`config.mk`:
```
export PLATFORM = sky130hd
export DESIGN_NAME = conv_col_feeder
export DESIGN_NICKNAME = d
export VERILOG_FILES = /design/src/rtl/conv_col_feeder.sv
export SDC_FILE = /design/constraint.sdc
export NUM_CORES = 1
export LEC_CHECK = 0
export CAP_MARGIN = 10
export CORE_MARGIN = 10
export CORE_UTILIZATION = 60
export DETAILED_ROUTE_END_ITERATION = 16
export PLACE_DENSITY = 0.79
export SLEW_MARGIN = 25
export SYNTH_ARGS = -nofsm -noshare
export SYNTH_HDL_FRONTEND = slang
export SYNTH_SLANG_ARGS = --single-unit
```
`constraint.sdc`:
```
create_clock -name clk -period 3.4 [get_ports clk]
set_input_delay 0.51 -clock clk [delete_from_list [all_inputs] [get_ports clk]]
set_output_delay 0.51 -clock clk [all_outputs]
set_load 0.005 [all_outputs]
```
`src/rtl/conv_col_feeder.sv`:
```
`default_nettype none
// ============================================================================
// conv_col_feeder : raster pixel stream -> K_H-tall packed column vectors
// Rev 1.0
// ============================================================================
module conv_col_feeder #(
  parameter int IMG_H = 16,
  parameter int IMG_W = 15,
  parameter int K_H   = 3
) (
  input  logic                     clk,
  input  logic                     rst,
  input  logic                     start,
  input  logic                     in_valid,
  output logic                     in_ready,
  input  logic [7:0]               in_data,
  output logic                     col_valid,
  input  logic                     col_ready,
  output logic [8*K_H-1:0]         col_data,
  output logic [$clog2(IMG_H)-1:0] band_idx,
  output logic [$clog2(IMG_W)-1:0] col_idx,
  output logic                     col_last,
  output logic                     busy,
  output logic                     done
);

  localparam int RW = $clog2(IMG_H);
  localparam int CW = $clog2(IMG_W);
  localparam logic [RW-1:0] C_ROW_LAST      = RW'(IMG_H - 1);
  localparam logic [RW-1:0] C_ROW_FILL_LAST = RW'(K_H - 2);
  localparam logic [RW-1:0] C_BAND_OFS      = RW'(K_H - 1);
  localparam logic [CW-1:0] C_COL_LAST      = CW'(IMG_W - 1);

  typedef enum logic [2:0] {
    S_IDLE   = 3'd0,
    S_FILL   = 3'd1,
    S_STREAM = 3'd2,
    S_DRAIN  = 3'd3,
    S_DONE   = 3'd4
  } state_t;

  state_t              state_q;
  logic [RW-1:0]       row_cnt_q;
  logic [CW-1:0]       col_cnt_q;
  logic [7:0]          lb_q [K_H-1][IMG_W];
  logic                col_valid_q;
  logic [8*K_H-1:0]    col_data_q;
  logic [8*K_H-1:0]    col_data_d;
  logic [RW-1:0]       band_idx_q;
  logic [CW-1:0]       col_idx_q;
  logic                col_last_q;
  logic                done_q;

  logic                accept;
  logic                col_hs;
  logic                at_row_end;

  // One-deep output register: a pixel is taken only if its column has a slot.
  assign in_ready   = (state_q == S_FILL) ||
                      ((state_q == S_STREAM) && (!col_valid_q || col_ready));
  assign accept     = in_valid && in_ready;
  assign col_hs     = col_valid_q && col_ready;
  assign at_row_end = (col_cnt_q == C_COL_LAST);

  // Column uses pre-shift buffer contents with the live pixel as the newest row.
  always_comb begin
    col_data_d = '0;
    for (int k = 0; k < K_H - 1; k++) begin
      col_data_d[8*k +: 8] = lb_q[k][col_cnt_q];
    end
    col_data_d[8*(K_H-1) +: 8] = in_data;
  end

  always_ff @(posedge clk) begin
    if (accept) begin
      for (int k = 0; k < K_H - 2; k++) begin
        lb_q[k][col_cnt_q] <= lb_q[k+1][col_cnt_q];
      end
      lb_q[K_H-2][col_cnt_q] <= in_data;
    end
  end

  always_ff @(posedge clk) begin
    if (rst) begin
      state_q     <= S_IDLE;
      row_cnt_q   <= '0;
      col_cnt_q   <= '0;
      col_valid_q <= 1'b0;
      col_data_q  <= '0;
      band_idx_q  <= '0;
      col_idx_q   <= '0;
      col_last_q  <= 1'b0;
      done_q      <= 1'b0;
    end else begin
      done_q <= 1'b0;

      if (accept) begin
        if (at_row_end) begin
          col_cnt_q <= '0;
          row_cnt_q <= (row_cnt_q == C_ROW_LAST) ? '0 : row_cnt_q + RW'(1);
        end else begin
          col_cnt_q <= col_cnt_q + CW'(1);
        end
      end

      case (state_q)
        S_IDLE: begin
          if (start) begin
            row_cnt_q <= '0;
            col_cnt_q <= '0;
            state_q   <= S_FILL;
          end
        end
        S_FILL: begin
          if (accept && at_row_end && (row_cnt_q == C_ROW_FILL_LAST)) begin
            state_q <= S_STREAM;
          end
        end
        S_STREAM: begin
          if (accept) begin
            col_valid_q <= 1'b1;
            col_data_q  <= col_data_d;
            band_idx_q  <= row_cnt_q - C_BAND_OFS;
            col_idx_q   <= col_cnt_q;
            col_last_q  <= at_row_end;
            if (at_row_end && (row_cnt_q == C_ROW_LAST)) begin
              state_q <= S_DRAIN;
            end
          end else if (col_hs) begin
            col_valid_q <= 1'b0;
          end
        end
        S_DRAIN: begin
          if (col_hs) begin
            col_valid_q <= 1'b0;
            done_q      <= 1'b1;
            state_q     <= S_DONE;
          end
        end
        S_DONE: begin
          state_q <= S_IDLE;
        end
        default: begin
          state_q <= S_IDLE;
        end
      endcase
    end
  end

  assign col_valid = col_valid_q;
  assign col_data  = col_data_q;
  assign band_idx  = band_idx_q;
  assign col_idx   = col_idx_q;
  assign col_last  = col_last_q;
  assign busy      = (state_q != S_IDLE);
  assign done      = done_q;

endmodule
`default_nettype wire

```
==> results of run 1 <==
## registers in the layout, indices dropped and copies added, names as in the netlist, 3 cells and up
name       cells
col_cnt_q      4
col_idx        4
state_q        3
col_data      24
lb_q         240
band_idx       4
row_cnt_q      4
## synthesized netlist by cell type (2+ instances only)
cell type	count	area share [%]
a31oi_1	9	0.50
mux4_2	31	6.2
inv_1	6	0.20
nand3_1	3	0.13
edfxtp_1	240	64
ha_1	4	0.45
and2_1	5	0.28
o211ai_1	4	0.27
buf_2	19	0.85
mux2_2	3	0.30
and3_1	9	0.50
nor2_1	27	0.90
clkbuf_1	7	0.23
and2b_1	3	0.20
xnor2_1	2	0.16
a221oi_1	6	0.47
nor2b_1	3	0.17
nor3_2	2	0.18
o22ai_1	3	0.17
o21ai_0	18	0.80
buf_4	3	0.20
nand2_1	52	1.7
mux2i_1	38	3.4
o2bb2ai_1	4	0.31
or3_1	3	0.17
o211a_1	4	0.36
a211oi_1	5	0.33
a21oi_1	32	1.4
dfxtp_1	46	8.2
mux4_1	15	3.5
buf_6	5	0.50
a31o_1	3	0.23
nand2b_1	9	0.50
o31ai_1	2	0.13
o22a_1	3	0.23
nor3_1	10	0.45
## logic make-up after synthesis
group | count (synthesis) | share of synthesized area, %
AND/OR/NAND/NOR | 133 | 5.815
adder cells (fa/ha/maj) | 4 | 0.4456
AO/OA/AOI/OAI | 99 | 5.759
flip-flops | 286 | 72.36
XOR/XNOR | 2 | 0.1560
multiplexers | 87 | 13.41
buffers and inverters | 42 | 2.050
## power breakdown
group | internal, mW | switching (mW)
Clock | 1.88 | 1.25
Sequential | 4.05 | 0.108
Combinational | 0.485 | 0.655
Total | 6.41 | 2.01
## per-stage QoR
stage / instances / worst slack (ns) / utilization [%] / area, sq um / total power [mW]
after detailed placement: 931 / 0.5474 / 66.67 / 12140 / 5.352
after CTS: 980 / 0.6648 / 71.82 / 13080 / 8.449
after global routing: 980 / 0.3992 / 71.82 / 13080 / 8.697
after floorplan: 653 / 0.5315 / - / 11230 / 4.906
final: 980 / 0.6536 / 71.82 / 13080 / 8.424
after global placement: 931 / 0.6667 / 66.63 / 12130 / 5.302
## final cells by class
type	instances	area [sq um]
Sequential cell	286	8135
Fill cell	1050	5131
Multi-Input combinational cell	325	2917
Timing Repair Buffer	83	770.7
Clock buffer	32	714.4
Tap cell	229	286.5
Clock inverter	17	224.0
Inverter	8	30.03
## worst max-delay path, stage by stage (launching register included)
cell	delay (ns)
dfxtp_4	0.85
nor2b_1	0.31
and2_1	0.17
o21ai_0	0.07
a31oi_1	0.81
buf_4	0.31
a31o_1	0.15
## routing by layer
| metal | part of all wire (%) | wire length, um | up-vias | global-route usage (%) |
|---|---|---|---|---|
| met5 | 0 | 0 | - | 0 |
| met1 | 41 | 9860 | 3090 | 27.08 |
| li1 | - | - | 2743 | - |
| met4 | 2.0 | 484 | 0 | 6.067 |
| met3 | 9.8 | 2354 | 35 | 3.893 |
| met2 | 47 | 11410 | 326 | 31.31 |
## worst min path at each step
stage	endpoint	slack, ns	cells past startpoint
floorplan	col_last	0.45	2
global placement	col_last	0.44	2
detailed placement	col_data[19]	0.45	2
CTS	col_idx[1]	0.46	2
global route	col_data[16]	0.48	2
finish	col_idx[1]	0.46	2
==> flow_summary_export.csv, run 1 <==
group,metric,value,unit
critical_path,worstPathMaxFanout,48,
min_path,timing.hold.worst.class,"reg2reg",
critical_path,cp-end-kind,"flop",
detailed_routing,wl_per_cell,24.60,um
clock_network,post_cts_buffers,0,
pwr,max-vdd-ir-drop,405.3,uV
die,boundaryPins,50,
critical_path,path_class,"reg2reg",
sta,finClkSkew,0.02667,ns
placed_design,dp_hpwl,14860,um
placed_design,portBuffers,49,
synth,syn-cell-area,0.01123,sq mm
global_routing,gr-total-overflow,0,
synth,synth_area_per_cell,17.20,sq um
synth,postSynth.asyncResetShare,0,%
finish,antenna_cells,0,
global_routing,antenna_found_initial,0,
critical_path,r2r_setup_slack,0.65,ns
sta,tightest_slew,1.009,ns
die,start_util,61.68,%
die,core.rowCount,49,
critical_path,arrival,3.21,ns
clock_network,clock_latency,0.54,ns
synth,ys_warn_count,0,
global_routing,track_usage,19.70,%
critical_path,r2r-start,"col_cnt_q[1]",
detailed_routing,firstDrtPassIters,5,
global_routing,grt_pass1_vias,6262,
global_routing,grt_pass1_wl,36890,um
synth,synth_flop_cell,"edfxtp_1",
sta,finalCriticalPeriod,2.746,ns
clock_network,ctsHoldBuffers,0,
die,die_area,0.02459,sq mm
sta,fmax,364.1,MHz
sta,post-route-period-util,80.78,%
synth,ys_seq_area_share,72.36,%
critical_path,required,3.86,ns
finish,mostFrequentLayoutCells,"240 x edfxtp_1, 52 x nand2_1, 49 x clkdlybuf4s50_1, 44 x dfxtp_1, 38 x mux2i_1",
synth,syn_inst,653,
finish,drive_above_1_share,17.18,%
synth,ys_types,51,
synth,synth_edf_count,240,
die,die_h,156.8,um
clock_network,cts_sinks,286,
detailed_routing,drc,0,
critical_path,worstSetupStartpoint,"col_cnt_q[1]",
detailed_routing,dr.first_iter.drc_count,716,
global_routing,grt_start_max_net_pins,49,
die,coreArea,0.01821,sq mm
sta,whs,0.4571,ns
critical_path,startpoint_type,"flop",
flow_run,cap_violations,0,
clock_network,cts_tree,"done",
pwr,leakagePower,4.248,nW
clock_network,root_buffer,"clkbuf_16",
clock_network,cts-resized-gates,0,
detailed_routing,vias_per_cell,6.320,
sta,setup_viol,0,
finish,final_common_cell,"edfxtp_1",
clock_network,cts-buffers-inserted,27,
finish,synthToLayoutAreaGrowth,16.43,%
pwr,power_density,644.2,mW/mm^2
min_path,min_from,"col_idx[1]",
critical_path,critical_path.endpoint,"col_data[13]",
sta,grt_setup_unrepaired,"no",
critical_path,worstRegToRegCells,6,
sta,finalSetupTns,0,ns
run_status,status,"completed",
placed_design,place.gp.congestion,0.8608,
detailed_routing,drt_wl_total,24110,um
critical_path,reg2reg_to,"col_data[13]",
clock_network,clk_path_buf_depth,3,
finish,nets,748,
sta,hold_violations,0,
synth,synth_nets,670,
clock_network,cts_max_level,1,
die,die_width,156.8,um
detailed_routing,vias,6194,
sta,slew_headroom,32.40,%
synth,ys_ff_latch,286,
detailed_routing,ant_nets,0,
sta,report.final.slew_viol_count,0,
clock_network,path_clk_slew,0.06,ns
Power figures use the tool's default switching activity.
==> run 2, diff against run 1 <==
Settings changed: CORE_UTILIZATION 60 to 54, PLACE_DENSITY 0.79 to 0.75.
Clock period 3.4 ns to 2.3 ns, I/O delays scaled along.
==> run 2 against run 1 <==
Global-route usage is 1.5 points lower. Sequential power is 47% higher. Design area is 4.2% higher. Clock skew is 0.015 ns lower. Maximum frequency is 23% higher. Critical path type unchanged. Setup slack worse by 0.59 ns. Register-to-register slack worse by 0.59 ns. Die area is 9.7% higher. Core utilization is 4.9 points lower. Power is 48% higher.
==> flow_summary_export.csv, run 2 (synthesized netlist as in run 1, its figures left out) <==
group,metric,value,unit
detailed_routing,dr.first_iter.drc_count,630,
sta,finalCriticalPeriod,2.232,ns
finish,largest_reg_flops,240,
placed_design,place.gp.congestion,0.8327,
finish,antenna_cells,0,
finish,synthToLayoutAreaGrowth,21.35,%
clock_network,cts_tree,"done",
critical_path,cp-end-kind,"flop",
clock_network,root_buffer,"clkbuf_16",
global_routing,gr-total-overflow,0,
detailed_routing,vias_per_cell,5.961,
finish,nets,789,
sta,finClkSkew,0.01172,ns
detailed_routing,wl_per_cell,23.71,um
detailed_routing,ant_nets,0,
die,die_width,164.2,um
finish,largest_register,"lb_q",
sta,post-route-period-util,97.03,%
critical_path,arrival,2.67,ns
clock_network,cts_max_level,1,
flow_run,cap_violations,0,
detailed_routing,drt_wl_total,25230,um
clock_network,cts_sinks,286,
global_routing,track_usage,18.22,%
sta,hold_violations,0,
sta,report.final.slew_viol_count,0,
clock_network,clock_latency,0.54,ns
clock_network,path_clk_slew,0.06,ns
clock_network,cts-buffers-inserted,28,
detailed_routing,drc,0,
detailed_routing,vias,6342,
run_status,status,"completed",
die,die_h,164.2,um
finish,final_common_cell,"edfxtp_1",
die,core.rowCount,52,
finish,nFillCells,1303,
critical_path,required,2.73,ns
critical_path,worstPathMaxFanout,10,
finish,multiInputGateArea,0.002949,sq mm
finish,drive_above_1_share,22.17,%
sta,slew_headroom,43.20,%
placed_design,dp_hpwl,15910,um
sta,tightest_slew,0.8481,ns
die,start_util,55.15,%
sta,finalSetupTns,0,ns
placed_design,post_dp_cell_area,0.01263,sq mm
critical_path,path_class,"reg2reg",
die,coreArea,0.02036,sq mm
finish,seq_area,0.008137,sq mm
pwr,max-vdd-ir-drop,486.0,uV
pwr,power_density,917.2,mW/mm^2
sta,setup_viol,0,
die,die_area,0.02697,sq mm
global_routing,grt_pass1_wl,37740,um
min_path,timing.hold.worst.class,"reg2reg",
detailed_routing,firstDrtPassIters,7,
clock_network,clk_path_buf_depth,3,
die,boundaryPins,50,
finish,postLayoutCellArea,0.01363,sq mm
placed_design,portBuffers,49,
global_routing,grt_pass1_vias,6497,
finish,mostFrequentLayoutCells,"240 x edfxtp_1, 56 x buf_4, 52 x nand2_1, 48 x clkdlybuf4s50_1, 43 x dfxtp_1",
pwr,leakagePower,4.507,nW
sta,fmax,448.1,MHz
global_routing,antenna_found_initial,1,
global_routing,grt_start_max_net_pins,36,
critical_path,startpoint_type,"flop",
==> run 2: repair_timing <==
action,4_1_cts,5_1_grt
cloned,0,1
resized for setup,3,4
setup buffers,2,2
hold buffers,0,0
endpoints found under the setup margin,16,34
==> run 2: layout make-up <==
type / count / share of cell area, %
Sequential cell: 286 / 59.69
Multi-Input combinational cell: 325 / 21.64
Timing Repair Buffer: 123 / 9.289
Clock buffer: 41 / 6.022
Tap cell: 270 / 2.478
Clock inverter: 11 / 0.6609
Inverter: 8 / 0.2203
==> run 2: power by group <==
| part | internal [mW] | switching [mW] | leakage, nW |
|---|---|---|---|
| registers | 5.98 | 0.100 | 2.53 |
| clock network | 2.59 | 1.84 | 0.455 |
| logic | 0.906 | 1.09 | 1.52 |
==> run 2: critical path, cell delays in order, from the launching register on <==
cell and delay [ns]:
dfxtp_4 0.42, buf_12 0.17, buf_4 0.19, mux4_1 0.59, mux4_2 0.52, o211a_1 0.22
==> run 2: path summary, 6_finish.rpt <==
path | slack, ns | depth (start not counted) | end | start
min reg2reg | 0.46 | 2 | col_data[16] | col_data[16]
min | 0.46 | 2 | col_data[16] | col_data[16]
max reg2reg | 0.07 | 5 | col_data[4] | col_cnt_q[0]
max | 0.07 | 5 | col_data[4] | col_cnt_q[0]
==> run 2: layer usage <==
metal  global-route usage (%)  wire length [um]
met5                        0                20
met4                    5.565               432
met3                    3.004              2172
met2                    29.24             12140
met1                    25.11             10460
==> run 2: through the flow <==
stage	instances	total power [mW]	utilization (%)	setup WS (ns)	hold slack, ns
final	1064	12.50	66.93	0.06823	0.4589
after global routing	1064	12.94	66.93	-0.003527	0.4840
after CTS	1061	12.51	66.60	0.002845	0.4612
after detailed placement	1007	8.093	62.02	-0.2876	0.4495
after global placement	1007	8.029	62.02	-0.2252	0.4428
after floorplan	653	7.255	-	-0.4644	0.4178
==> run 3, diff against run 2 <==
Settings changed: CORE_ASPECT_RATIO set to 1.4, MAX_ROUTING_LAYER set to met4, REMOVE_ABC_BUFFERS set to 1.
==> run 3 against run 2 <==
Via count up 1.7%. Critical path depth down 1. Setup slack better by 0.014 ns.
==> flow_summary_export.csv, run 3 (synthesized netlist as in run 1, its figures left out) <==
group,metric,value,unit
run_status,status,"completed",
finish,fin_cells,1044,
clock_network,root_buffer,"clkbuf_16",
critical_path,r2r-start,"col_cnt_q[0]",
critical_path,worstRegToRegCells,4,
sta,tightest_slew,0.7829,ns
pwr,comb_power_share,16.0,%
placed_design,place.gp.congestion,0.9000,
sta,post-route-period-util,96.42,%
flow_run,cap_violations,0,
critical_path,path_class,"reg2reg",
detailed_routing,wl_per_cell,24.05,um
finish,largest_reg_flops,240,
detailed_routing,dr.first_iter.drc_count,564,
global_routing,track_usage,19.06,%
finish,antenna_cells,0,
critical_path,cp-end-kind,"flop",
sta,report.final.slew_viol_count,0,
global_routing,antenna_found_initial,0,
detailed_routing,drt_wl_total,25100,um
detailed_routing,vias,6448,
placed_design,dp_hpwl,16210,um
critical_path,startpoint_type,"flop",
pwr,power.switching,2.988,mW
clock_network,path_clk_slew,0.07,ns
critical_path,required,2.57,ns
placed_design,portBuffers,49,
sta,hold_violations,0,
finish,nFillCells,1319,
pwr,max-vdd-ir-drop,512.2,uV
clock_network,cts_tree,"done",
min_path,holdPathEnd,"col_data[10]",
global_routing,grt_pass1_vias,6745,
detailed_routing,ant_nets,0,
global_routing,gr-total-overflow,0,
sta,finClkSkew,0.009188,ns
pwr,swShare,24.36,%
clock_network,clk_path_buf_depth,3,
finish,final_common_cell,"edfxtp_1",
placed_design,place_inst,996,
pwr,seq_power_share,49.6,%
clock_network,clock_latency,0.53,ns
detailed_routing,drc,0,
die,coreArea,0.02048,sq mm
die,start_util,54.84,%
die,core.rowCount,62,
placed_design,pre_cts_ws,-0.3498,ns
critical_path,arrival,2.49,ns
critical_path,reg2reg_to,"lb_q[0][106]",
pwr,power_density,907.8,mW/mm^2
sta,grt_setup_unrepaired,"no",
die,die_h,190.6,um
detailed_routing,firstDrtPassIters,5,
clock_network,ctsHoldBuffers,0,
min_path,min_from,"col_data[10]",
sta,fmax,450.9,MHz
finish,mostFrequentLayoutCells,"240 x edfxtp_1, 58 x buf_4, 52 x nand2_1, 48 x clkdlybuf4s50_1, 42 x dfxtp_1",
die,die_area,0.02705,sq mm
min_path,timing.hold.worst.class,"reg2reg",
sta,slew_headroom,47.64,%
clock_network,cts_max_level,1,
detailed_routing,vias_per_cell,6.176,
global_routing,grt_pass1_wl,39030,um
sta,finalCriticalPeriod,2.218,ns
die,boundaryPins,50,
clock_network,cts_sinks,286,
pwr,leakagePower,4.442,nW
critical_path,worstPathMaxFanout,22,
sta,setup_viol,0,
pwr,power_frac_clock,34.4,%
min_path,whs_path_depth,2,
finish,synthToLayoutAreaGrowth,20.31,%
finish,largest_register,"lb_q",
sta,fin_ws,0.08244,ns
finish,utilization,65.98,%
global_routing,grt_start_max_net_pins,28,
finish,nets,786,
die,die_width,141.9,um
critical_path,r2r_setup_slack,0.08,ns
pwr,intPower,9.279,mW
finish,drive_above_1_share,21.45,%
clock_network,cts-buffers-inserted,25,
==> run 3: power by group through the flow <==
stage	logic (mW)	registers [mW]	clock network, mW
floorplan	0.957	6.24	0
detailed placement	1.92	6.18	0
global route	2.11	6.09	4.49
CTS	1.93	6.08	4.29
global placement	1.85	6.17	0
finish	1.96	6.08	4.22
==> run 3: cell type report <==
class / instances / area, sq um / area share (%)
Clock inverter: 15 / 155.1 / 1.148
Timing Repair Buffer: 123 / 1245 / 9.213
Multi-Input combinational cell: 325 / 2947 / 21.81
Tap cell: 256 / 320.3 / 2.370
Sequential cell: 286 / 8138 / 60.22
Clock buffer: 31 / 678.2 / 5.019
Inverter: 8 / 30.03 / 0.2222
==> run 3: per-layer routing <==
layer | track usage [%] | wire, um | up-vias | part of all wire (%)
met3 | 2.617 | 1725 | 64 | 6.9
met1 | 23.71 | 9858 | 3274 | 39
met5 | - | 0 | - | 0
met4 | 7.013 | 801 | 0 | 3.2
met2 | 31.31 | 12720 | 291 | 51
li1 | - | - | 2819 | -
==> run 3: how the worst max path moves through the flow <==
stage	start	endpoint	depth (start not counted)
floorplan	col_cnt_q[1]	lb_q[0][152]	3
global placement	col_ready	lb_q[0][79]	7
detailed placement	col_ready	lb_q[0][76]	7
CTS	col_cnt_q[0]	lb_q[0][91]	6
global route	col_cnt_q[0]	col_data[12]	5
finish	col_cnt_q[0]	lb_q[0][106]	4
==> run 3: timing repair <==
item | CTS | global route
resized for setup | 4 | 3
setup endpoints to repair | 1 | 73
buffers inserted | 0 | 2
==> run 3: worst max-delay path, cell delays in order (launching register included) <==
cell	delay (ns)
dfxtp_4	0.40
buf_12	0.21
mux4_1	0.62
mux4_2	0.52
buf_4	0.20
==> run 3: through the flow <==
step / area, sq um / setup TNS (ns) / hold slack (ns) / power (mW)
detailed placement: 12640 / -35.38 / 0.4508 / 8.100
global route: 13510 / 0 / 0.4759 / 12.70
global placement: 12630 / -32.74 / 0.4422 / 8.014
floorplan: 11030 / -521.36 / 0.4141 / 7.199
CTS: 13480 / 0 / 0.4596 / 12.30
finish: 13510 / 0 / 0.4581 / 12.27
